===== config.mk =====
export PLATFORM = sky130hd
export DESIGN_NAME = countdown_timer_flat
export DESIGN_NICKNAME = d
export VERILOG_FILES = /design/src/rtl/countdown_timer_if.sv /design/src/rtl/countdown_timer.sv /design/src/flat_wrapper.sv
export SDC_FILE = /design/constraint.sdc
export NUM_CORES = 1
export LEC_CHECK = 0
export ABC_AREA = 1
export BUFFER_PORTS_ARGS = -buffer_cell sky130_fd_sc_hd__buf_2
export CORE_UTILIZATION = 45
export DETAILED_ROUTE_END_ITERATION = 8
export PLACE_DENSITY = 0.7
export RECOVER_POWER = 25
export REMOVE_ABC_BUFFERS = 1
export SETUP_SLACK_MARGIN = 0.2
export SLEW_MARGIN = 20
export SYNTH_ARGS = -nofsm -noshare
export SYNTH_HDL_FRONTEND = slang
export SYNTH_SLANG_ARGS = --single-unit
export TNS_END_PERCENT = 10

===== constraint.sdc =====
create_clock -name clk -period 1.9 [get_ports clk]
set_clock_uncertainty 0.2 [all_clocks]
set_input_delay 0.19 -clock clk [delete_from_list [all_inputs] [get_ports clk]]
set_output_delay 0.19 -clock clk [all_outputs]
set_load 0.01 [all_outputs]

===== src/rtl/countdown_timer_if.sv =====
// Control/status bundle for countdown_timer; master drives controls, slave returns Q/busy/done.
// COUNTDOWN_TIMER_AUTORELOAD_EN adds the auto_reload control.
interface countdown_timer_if #(
  parameter int BITS = 8
);
  logic            enable;
  logic            start;
  logic            stop;
  logic [BITS-1:0] load_value;
`ifdef COUNTDOWN_TIMER_AUTORELOAD_EN
  logic            auto_reload;
`endif
  logic [BITS-1:0] Q;
  logic            busy;
  logic            done;

  modport master (
    output enable, start, stop, load_value,
`ifdef COUNTDOWN_TIMER_AUTORELOAD_EN
    output auto_reload,
`endif
    input  Q, busy, done
  );

  modport slave (
    input  enable, start, stop, load_value,
`ifdef COUNTDOWN_TIMER_AUTORELOAD_EN
    input  auto_reload,
`endif
    output Q, busy, done
  );
endinterface


===== src/rtl/countdown_timer.sv =====
// Loadable down-counter: Q=L one cycle after start, done pulses L enabled ticks later; stop pauses/aborts,
// all outputs registered, no backpressure. Optional periodic mode under COUNTDOWN_TIMER_AUTORELOAD_EN.
module countdown_timer #(
  parameter int BITS = 8
) (
  input logic              clk,
  input logic              reset,
  countdown_timer_if.slave tmr
);
  typedef enum logic [1:0] {IDLE, RUN, PAUSED} state_t;

  state_t          state_q, state_d;
  logic [BITS-1:0] q_q, q_d;
  logic [BITS-1:0] reload_q, reload_d;
  logic            busy_q, busy_d;
  logic            done_q, done_d;
  logic            auto_reload;

`ifdef COUNTDOWN_TIMER_AUTORELOAD_EN
  assign auto_reload = tmr.auto_reload;
`else
  assign auto_reload = 1'b0;
`endif

  always_ff @(posedge clk) begin
    if (reset) begin
      state_q  <= IDLE;
      q_q      <= '0;
      reload_q <= '0;
      busy_q   <= 1'b0;
      done_q   <= 1'b0;
    end else begin
      state_q  <= state_d;
      q_q      <= q_d;
      reload_q <= reload_d;
      busy_q   <= busy_d;
      done_q   <= done_d;
    end
  end

  always_comb begin
    state_d  = state_q;
    q_d      = q_q;
    reload_d = reload_q;
    busy_d   = busy_q;
    done_d   = 1'b0;
    case (state_q)
      IDLE: begin
        if (tmr.start && !tmr.stop) begin
          if (tmr.load_value == '0) begin
            // zero-length interval: immediate terminal event without leaving IDLE
            done_d = 1'b1;
            q_d    = '0;
          end else begin
            state_d  = RUN;
            q_d      = tmr.load_value;
            reload_d = tmr.load_value;
            busy_d   = 1'b1;
          end
        end
      end
      RUN: begin
        if (tmr.stop) begin
          state_d = PAUSED;
        end else if (tmr.enable) begin
          if (q_q > BITS'(1)) begin
            q_d = q_q - BITS'(1);
          end else begin
            done_d = 1'b1;
            if (auto_reload) begin
              q_d = reload_q;
            end else begin
              state_d = IDLE;
              q_d     = '0;
              busy_d  = 1'b0;
            end
          end
        end
      end
      PAUSED: begin
        if (tmr.stop) begin
          state_d = IDLE;
          q_d     = '0;
          busy_d  = 1'b0;
        end else if (tmr.start) begin
          state_d = RUN;
        end
      end
      default: begin
        state_d = IDLE;
        q_d     = '0;
        busy_d  = 1'b0;
      end
    endcase
  end

  assign tmr.Q    = q_q;
  assign tmr.busy = busy_q;
  assign tmr.done = done_q;
endmodule


===== src/flat_wrapper.sv =====
// flat-port wrapper written by rule: the top's interface ports become plain ports
module countdown_timer_flat 
#(
  parameter int BITS = 8
)
  (clk, reset, tmr_enable, tmr_start, tmr_stop, tmr_load_value, tmr_Q, tmr_busy, tmr_done);
  countdown_timer_if #(.BITS(BITS)) tmr_i ();
  input logic clk;
  input logic reset;
  input wire logic [$bits(tmr_i.enable)-1:0] tmr_enable;
  input wire logic [$bits(tmr_i.start)-1:0] tmr_start;
  input wire logic [$bits(tmr_i.stop)-1:0] tmr_stop;
  input wire logic [$bits(tmr_i.load_value)-1:0] tmr_load_value;
  output wire logic [$bits(tmr_i.Q)-1:0] tmr_Q;
  output wire logic [$bits(tmr_i.busy)-1:0] tmr_busy;
  output wire logic [$bits(tmr_i.done)-1:0] tmr_done;
  assign tmr_i.enable = tmr_enable;
  assign tmr_i.start = tmr_start;
  assign tmr_i.stop = tmr_stop;
  assign tmr_i.load_value = tmr_load_value;
  assign tmr_Q = tmr_i.Q;
  assign tmr_busy = tmr_i.busy;
  assign tmr_done = tmr_i.done;
  countdown_timer #(.BITS(BITS)) u_core (.clk(clk), .reset(reset), .tmr(tmr_i));
endmodule

== Word-level counts from Yosys, hierarchy flattened ==
Index checks and enable logic that the tools add are counted.
Word-level totals
  flip-flop bits (word level): 12
Cells by class
  add/sub/neg operators: 1
  order comparisons: 1
  equality and inequality tests: 11
  mux-type cells: 28
  reduce and logical (&&, ||, !) cells: 7
Operators with widths (number)
  $mux 8: 6
  $pmux 8 s3: 1
  $mux 2: 7
  $mux 1: 11
  $ne 2x2->1 const B: 5
  $ne 3x3->1 const B: 3
  $gt 8x1->1 const B: 1
  $logic_not 8->1: 1
  $sub 8x1->8 const B: 1
  $pmux 2 s3: 1
  $reduce_and 6->1: 1
  $reduce_and 5->1: 1
  $reduce_and 4->1: 1
  $pmux 1 s3: 1
  $eq 2x1->1 const B: 1
  $eq 2x2->1 const B: 1
  $logic_not 2->1: 1
  $ne 2x1->1 const B: 1
  $pmux 1 s2: 1
  $logic_and 1x1->1: 1
  $logic_not 1->1: 1

== Depth between registers and ports, before layout ==
Gate-level depths: netlist of the first run.
  depth after elaboration: 5
  depth in mapped cells: 11
  depth with buffers taken out: 11

== Worst setup path after synthesis of the first run ==
No wires, ideal clock.
  path type: reg-to-reg
  start point: reg u_core.q_q[0], in the netlist u_core.tmr.Q[0]
  end point: reg u_core.busy_q, in the netlist u_core.tmr.busy
  setup time: 0.072 ns
  arrival: 1.411 ns
  setup slack: 0.217 ns
  cell stages (with the launch flop): 12
  clock period less this slack: 1.683 ns
  path through: dfxtp_1 -> inv_1 -> ha_1 -> inv_1 -> nand2_1 -> nand2_1 -> nor2_1 -> nor2_1 -> nor2_1 -> nand2_1 -> nand2_1 -> a21oi_1
Between the ends
  word-level cells in the longest chain between the ends: 3
Ends and longest elaborated chain
  start, declared: line countdown_timer.sv:13  | logic [BITS-1:0] q_q, q_d;
  start signal, assigned: line countdown_timer.sv:34  | q_q <= q_d;
  $gt 8x1->1: line countdown_timer.sv:66  | if (q_q > BITS'(1)) begin
  $ne 2x2->1 (no source line)
  $reduce_and 6->1 (no source line)
  end signal, assigned: line countdown_timer.sv:36  | busy_q <= busy_d;
  end, declared: line countdown_timer.sv:15  | logic busy_q, busy_d;
No other way between the ends.
A chain may end at the register's enable or synchronous reset.

== Worst setup path after layout of the first run ==
  start point: reg u_core.q_q[1], in the netlist u_core.tmr.Q[1]
  end point: reg u_core.q_q[6], in the netlist u_core.tmr.Q[6]
Between the ends
  word-level cells in the longest chain between the ends: 5
  elaborated cells on any way between the ends: 6
  classes of those cells: add/sub (1); order compare (1); mux (4)
Ends and longest elaborated chain
  $sub 8x1->8 or $gt 8x1->1 (tied branches): line countdown_timer.sv:67, countdown_timer.sv:66
  $mux 8 (*): line countdown_timer.sv:66
  $mux 8 (*): line countdown_timer.sv:65  | end else if (tmr.enable) begin
  $mux 8 (*): line countdown_timer.sv:63  | if (tmr.stop) begin
  $pmux 8 s3 (*): line countdown_timer.sv:47  | case (state_q)
Mark *: on every way between the ends. The rest lies on a longest branch, timed or not. The select of a mux whose other input is x is not followed.

==> flow_summary.json, run 1 <==
{
  "hold_viol_final": 0,
  "dieArea_mm2": 0.00212,
  "initial_core_util_pct": 49.4,
  "antennaDiodeCount": 0,
  "overflow": 0,
  "synthFlopType": "dfxtp_1",
  "p_sw_share_pct": 46.0,
  "path_clk_slew_ns": 0.07,
  "grt_max_degree": 13,
  "clkSinkCount": 12,
  "vias_per_cell": 4.81,
  "wl_per_cell_um": 10.8,
  "syn_area_um2": 871,
  "crit_path_end": "u_core.tmr.Q[6]",
  "finalSetupViolations": 0,
  "place_hpwl_um": 1530,
  "hp-class": "in2reg",
  "relSlewSlack_pct": 78.1,
  "p_leak_nw": 0.539,
  "placed_cell_area_mm2": 0.00103,
  "worstPathArrival_ns": 1.66,
  "outcome": "finished clean",
  "synthArstFlopShare_pct": 0,
  "cts_tree": "built",
  "grt_pass1_wl_um": 3330,
  "worstPathMaxFanout": 5,
  "n_fill_cell": 166,
  "maxCapViolCount": 0,
  "r2r_slack_ns": 0.25,
  "p_int_mw": 0.644,
  "pin_count": 23,
  "seqPwrFrac_pct": 29.0,
  "p_per_area_mw_per_mm2": 1050,
  "r2r-end": "u_core.tmr.Q[6]",
  "ant_nets": 0,
  "synth_edf_count": 0,
  "htree_num_levels": 1,
  "post-route-min-period_ns": 1.65,
  "power.share.clock_pct": 13.3,
  "vias": 938,
  "worst_pin_slew_ns": 0.328,
  "yosysWarnings": 0,
  "startpoint_type": "flop",
  "routed_wirelength_um": 2100,
  "area_growth_pct": 30.6,
  "drt_iter0_drc": 28,
  "r2r_cells": 11,
  "ctsHoldBuffers": 0,
  "stdcell_area_mm2": 0.00114,
  "period_share_pct": 86.7,
  "switching_power_mw": 0.548,
  "rsz0062_at_grt": "true",
  "synth-seq-cells": 12,
  "syn_avg_cell_area_um2": 6.22,
  "r2r_start": "u_core.tmr.Q[1]",
  "cts_root_buf": "clkbuf_4",
  "fin_tns_setup_ns": 0,
  "dp_worst_setup_slack_ns": 0.122,
  "insertion_delay_ns": 0.27,
  "dr.pass1.iters": 4,
  "cp-end-kind": "flop",
  "p_comb_share_pct": 57.7,
  "required_ns": 1.91,
  "drv_slew": 0,
  "row_count": 15,
  "dieHeight_um": 46.0,
  "numCtsBuffers": 3,
  "startpoint": "u_core.tmr.Q[1]",
  "antenna_found_initial": 0,
  "fmax_mhz": 607,
  "fin_nets": 187,
  "die_w_um": 46.0,
  "drive_above_1_share_pct": 34.1,
  "first_global_vias": 792,
  "ys_types": 23,
  "ys_seq_area_share_pct": 27.6,
  "crit_type": "reg2reg",
  "layout_setup_ws_ns": 0.252,
  "synthCells": 140,
  "peakVddDrop_mv": 0.590,
  "place.gp.congestion": 0.826,
  "grt_usage_pct": 22.1,
  "portBuffers": 22,
  "drc": 0,
  "clk_path_buf_depth": 2,
  "core_region_area_mm2": 0.00176
}
worst min path at each step:
stage                    startpoint                end  slack [ns]  cells after the start
global placement    u_core.tmr.busy    u_core.tmr.busy        0.25                      2
detailed placement  u_core.tmr.busy    u_core.tmr.busy        0.25                      2
global route             tmr_enable    u_core.tmr.done        0.03                      3
CTS                      tmr_enable    u_core.tmr.done        0.03                      3
finish                     tmr_stop  u_core.state_q[1]        0.02                      3
floorplan                     reset    u_core.tmr.Q[5]        0.05                      1
metal layers:
metal / GRT usage (%) / up-vias / share of wire, % / wire length, um
li1: - / 503 / - / -
met1: 31.1 / 401 / 45 / 953
met2: 34.1 / 30 / 48 / 1010
met3: 2.38 / 4 / 5.4 / 114
met4: 8.82 / 0 / 1.0 / 22
met5: 0 / - / 0 / 0
state kept, by name, summed over array words and instances (netlist names):
signal / count
u_core.tmr.Q: 8
u_core.tmr.done: 1
u_core.state_q: 2
u_core.tmr.busy: 1
metrics by stage:
| stage | total power [mW] | hold slack [ns] | cells | util [%] |
|---|---|---|---|---|
| after global placement | 0.908 | 0.246 | 189 | 58.4 |
| final | 1.19 | 0.0240 | 195 | 64.5 |
| after global routing | 1.30 | 0.0288 | 195 | 64.5 |
| after floorplan | 0.749 | 0.0524 | 138 | - |
| after CTS | 1.08 | 0.0314 | 193 | 60.4 |
| after detailed placement | 0.911 | 0.251 | 189 | 58.4 |
layout by cell type (no fill, tap or decap), types with 3 or more instances in the layout:
cell	synthesis	final
nor2_4	2	5
buf_2	0	19
nor2_1	19	15
a21oi_2	3	3
nand2_4	3	4
buf_4	1	6
clkbuf_1	1	3
nand2_1	48	46
o21ai_1	0	4
inv_2	1	4
nand3_1	7	6
inv_1	15	12
a21oi_1	9	9
dfxtp_1	12	10
nor2_2	2	3
clkbuf_4	0	3
worst max-delay path, stage by stage (launching register included):
cell	delay, ns
dfxtp_1	0.39
inv_2	0.08
ha_4	0.17
inv_2	0.06
nand2_2	0.06
nand2_4	0.07
nor2_4	0.05
nor2_4	0.17
nand3_1	0.11
nand2_1	0.07
nand2_1	0.05
a21oi_2	0.10
timing repair:
item | CTS | global route
buffers inserted | 1 | 2
gates resized for setup | 3 | 25
pin swaps | 0 | 7
endpoints found under the setup margin | 10 | 10
Yosys cell counts (2+ instances only):
library cell	instances	share of area [%]
nand4_1	2	1.4
nor2_1	19	8.2
nand2_1	48	21
o21ai_0	6	3.4
nor2_4	2	2.6
nor2_2	2	1.4
a21oi_1	9	5.2
nand3_1	7	4.0
dfxtp_1	12	28
inv_1	15	6.5
nand2_4	3	3.9
ha_1	2	2.9
a21oi_2	3	3.0
area by class of cell:
type	count	area (um2)	area share (%)
Clock buffer	3	22.5	1.98
Tap cell	25	31.3	2.75
Sequential cell	12	243	21.3
Multi-Input combinational cell	110	618	54.3
Inverter	16	60.1	5.28
Timing Repair Buffer	29	163	14.3
kinds of logic after synthesis:
family	share of synthesized area (%)
adder cells (fa/ha/maj)	2.87
AO/OA/AOI/OAI	12.5
flip-flops	27.6
XOR/XNOR	2.01
buffers and inverters	8.19
AND/OR/NAND/NOR	46.8
power groups by stage:
stage                     clock network (mW)  registers, mW  logic (mW)
after global placement                     0          0.347       0.561
after global routing                   0.177          0.354       0.766
after detailed placement                   0          0.349       0.562
after CTS                              0.162          0.342       0.580
final                                  0.158          0.346       0.688
after floorplan                            0          0.358       0.390
Power figures use the tool's default switching activity.
==> inputs of run 2 (changes only) <==
PLACE_DENSITY = 0.76   (was 0.7)
clock period = 1.4 ns   (was 1.9 ns; I/O delays follow)
==> flow_summary.json, run 2 (synthesis gave the netlist of run 1 again) <==
{
  "layout_setup_ws_ns": -0.265,
  "final_cell_mix": "nand2_1 (44), buf_4 (26), buf_2 (18), nor2_1 (16), inv_1 (12)",
  "pin_count": 23,
  "cp_slowest_cell": "dfxtp_2",
  "worst_pin_slew_ns": 0.339,
  "peakVddDrop_mv": 0.886,
  "dp_worst_setup_slack_ns": -0.341,
  "first_global_vias": 948,
  "clkSinkCount": 12,
  "htree_num_levels": 1,
  "place_hpwl_um": 1870,
  "area_growth_pct": 58.9,
  "crit_type": "reg2reg",
  "hp-class": "in2reg",
  "vias": 1132,
  "startpoint_type": "flop",
  "portBuffers": 22,
  "violations": "negative hold slack, negative setup slack",
  "period_share_pct": 119,
  "placed_cell_area_mm2": 0.00120,
  "dieHeight_um": 46.0,
  "antennaDiodeCount": 0,
  "p_per_area_mw_per_mm2": 1410,
  "clk_path_buf_depth": 2,
  "multi_input_area_um2": 627,
  "die_w_um": 46.0,
  "p_total_mw": 1.95,
  "antenna_found_initial": 0,
  "ant_nets": 0,
  "drive_above_1_share_pct": 42.6,
  "max_stage_delay_ns": 0.36,
  "cp-end-kind": "flop",
  "largest_reg_flops": 8,
  "overflow": 0,
  "critPathBufInv": 3,
  "relSlewSlack_pct": 77.3,
  "grt_pass1_wl_um": 3950,
  "n_fill_cell": 134,
  "fmax_mhz": 601,
  "crit_top_cell": "nand2_2",
  "routed_wirelength_um": 2720,
  "core_region_area_mm2": 0.00176,
  "whs_ns": -0.0252,
  "cts_root_buf": "clkbuf_4",
  "wl_per_cell_um": 12.2,
  "post-route-min-period_ns": 1.66,
  "outcome": "finished, violations left",
  "fin_tns_setup_ns": -2.19,
  "cp_top_family": "simple AND/OR/NAND/NOR gates",
  "initial_core_util_pct": 49.4,
  "row_count": 15,
  "path_clk_slew_ns": 0.08,
  "stdcell_area_mm2": 0.00138,
  "numCtsBuffers": 3,
  "final_common_cell": "nand2_1",
  "path_cells": "inv_2 > ha_4 > inv_2 > nand2_2 > nand2_4 > nor2_4 > nor2_2 > buf_6 > nand3_2 > nand2_2 > nand2_2 > a21oi_2",
  "dieArea_mm2": 0.00212,
  "p_leak_nw": 0.679,
  "dr.pass1.iters": 4,
  "hold_viol_final": 1,
  "drt_iter0_drc": 40,
  "grt_usage_pct": 26.3,
  "seq_area_um2": 243,
  "worstPathMaxFanout": 5,
  "insertion_delay_ns": 0.28,
  "place.gp.congestion": 0.940,
  "drv_slew": 0,
  "vias_per_cell": 5.10,
  "maxCapViolCount": 0,
  "cts_tree": "built",
  "drc": 0,
  "grt_max_degree": 12,
  "worstPathArrival_ns": 1.69,
  "fin_nets": 213,
  "finalSetupViolations": 11,
  "required_ns": 1.43,
  "rsz0062_at_grt": "true"
}
run 2: cell count changes in the layout (fill, tap and decap cells not counted), moves of 2 or more:
cell / change
buf_4: +20
dlygate4sd3_1: +6
o21ai_1: -3
buf_6: +2
nand2_1: -2
nand2_2: +2
o21ai_2: +2
run 2: worst min-delay path, delay by kind of cell:
| kind | cells | cell delay [ns] |
|---|---|---|
| buffers and inverters | 2 | 0.11 |
| AOI/OAI and AO/OA | 1 | 0.06 |
| and+or+nand+nor | 1 | 0.10 |
run 2: area by class of cell:
class	instances	share of cell area [%]
multi-input cells	110	45.3
clock buffers	4	2.62
flip-flops and latches	12	17.5
well taps	25	2.26
repair buffers	55	27.9
inverters	16	4.34
run 2: through the flow:
| stage | instances | util (%) |
|---|---|---|
| 2_1_floorplan | 138 | - |
| 3_3_place_gp | 211 | 67.8 |
| 3_5_place_dp | 211 | 67.8 |
| 4_1_cts | 218 | 73.8 |
| 5_1_grt | 222 | 78.4 |
| 6_report | 222 | 78.4 |
run 2: metal layers:
layer	wire [um]	track usage [%]	vias up
met2	1350	45.4	56
met5	0	0	-
met3	169	5.16	11
met4	73	10.0	0
li1	-	-	559
met1	1130	31.5	506
run 2: what timing repair did:
item | CTS | global route
resized for setup | 15 | 15
setup endpoints to repair | 19 | 19
endpoints found under the hold margin | 3 | 2
hold buffers | 3 | 3
setup buffers | 0 | 1
pin swaps | 2 | 5
run 2: power by group:
part / internal [mW] / total [mW] / switching [mW] / leakage, nW
combinational: 0.540 / 1.21 / 0.673 / 0.559
sequential: 0.402 / 0.440 / 0.0383 / 0.0990
clock: 0.159 / 0.293 / 0.135 / 0.0210
run 2: final timing paths:
| path | to | cells past startpoint | start | slack, ns |
|---|---|---|---|---|
| hold / removal | u_core.state_q[1] | 4 | tmr_start | -0.03 |
| hold reg to reg | u_core.tmr.busy | 2 | u_core.tmr.busy | 0.29 |
| setup / recovery | u_core.tmr.Q[7] | 12 | u_core.tmr.Q[0] | -0.26 |
| setup reg to reg | u_core.tmr.Q[7] | 12 | u_core.tmr.Q[0] | -0.26 |
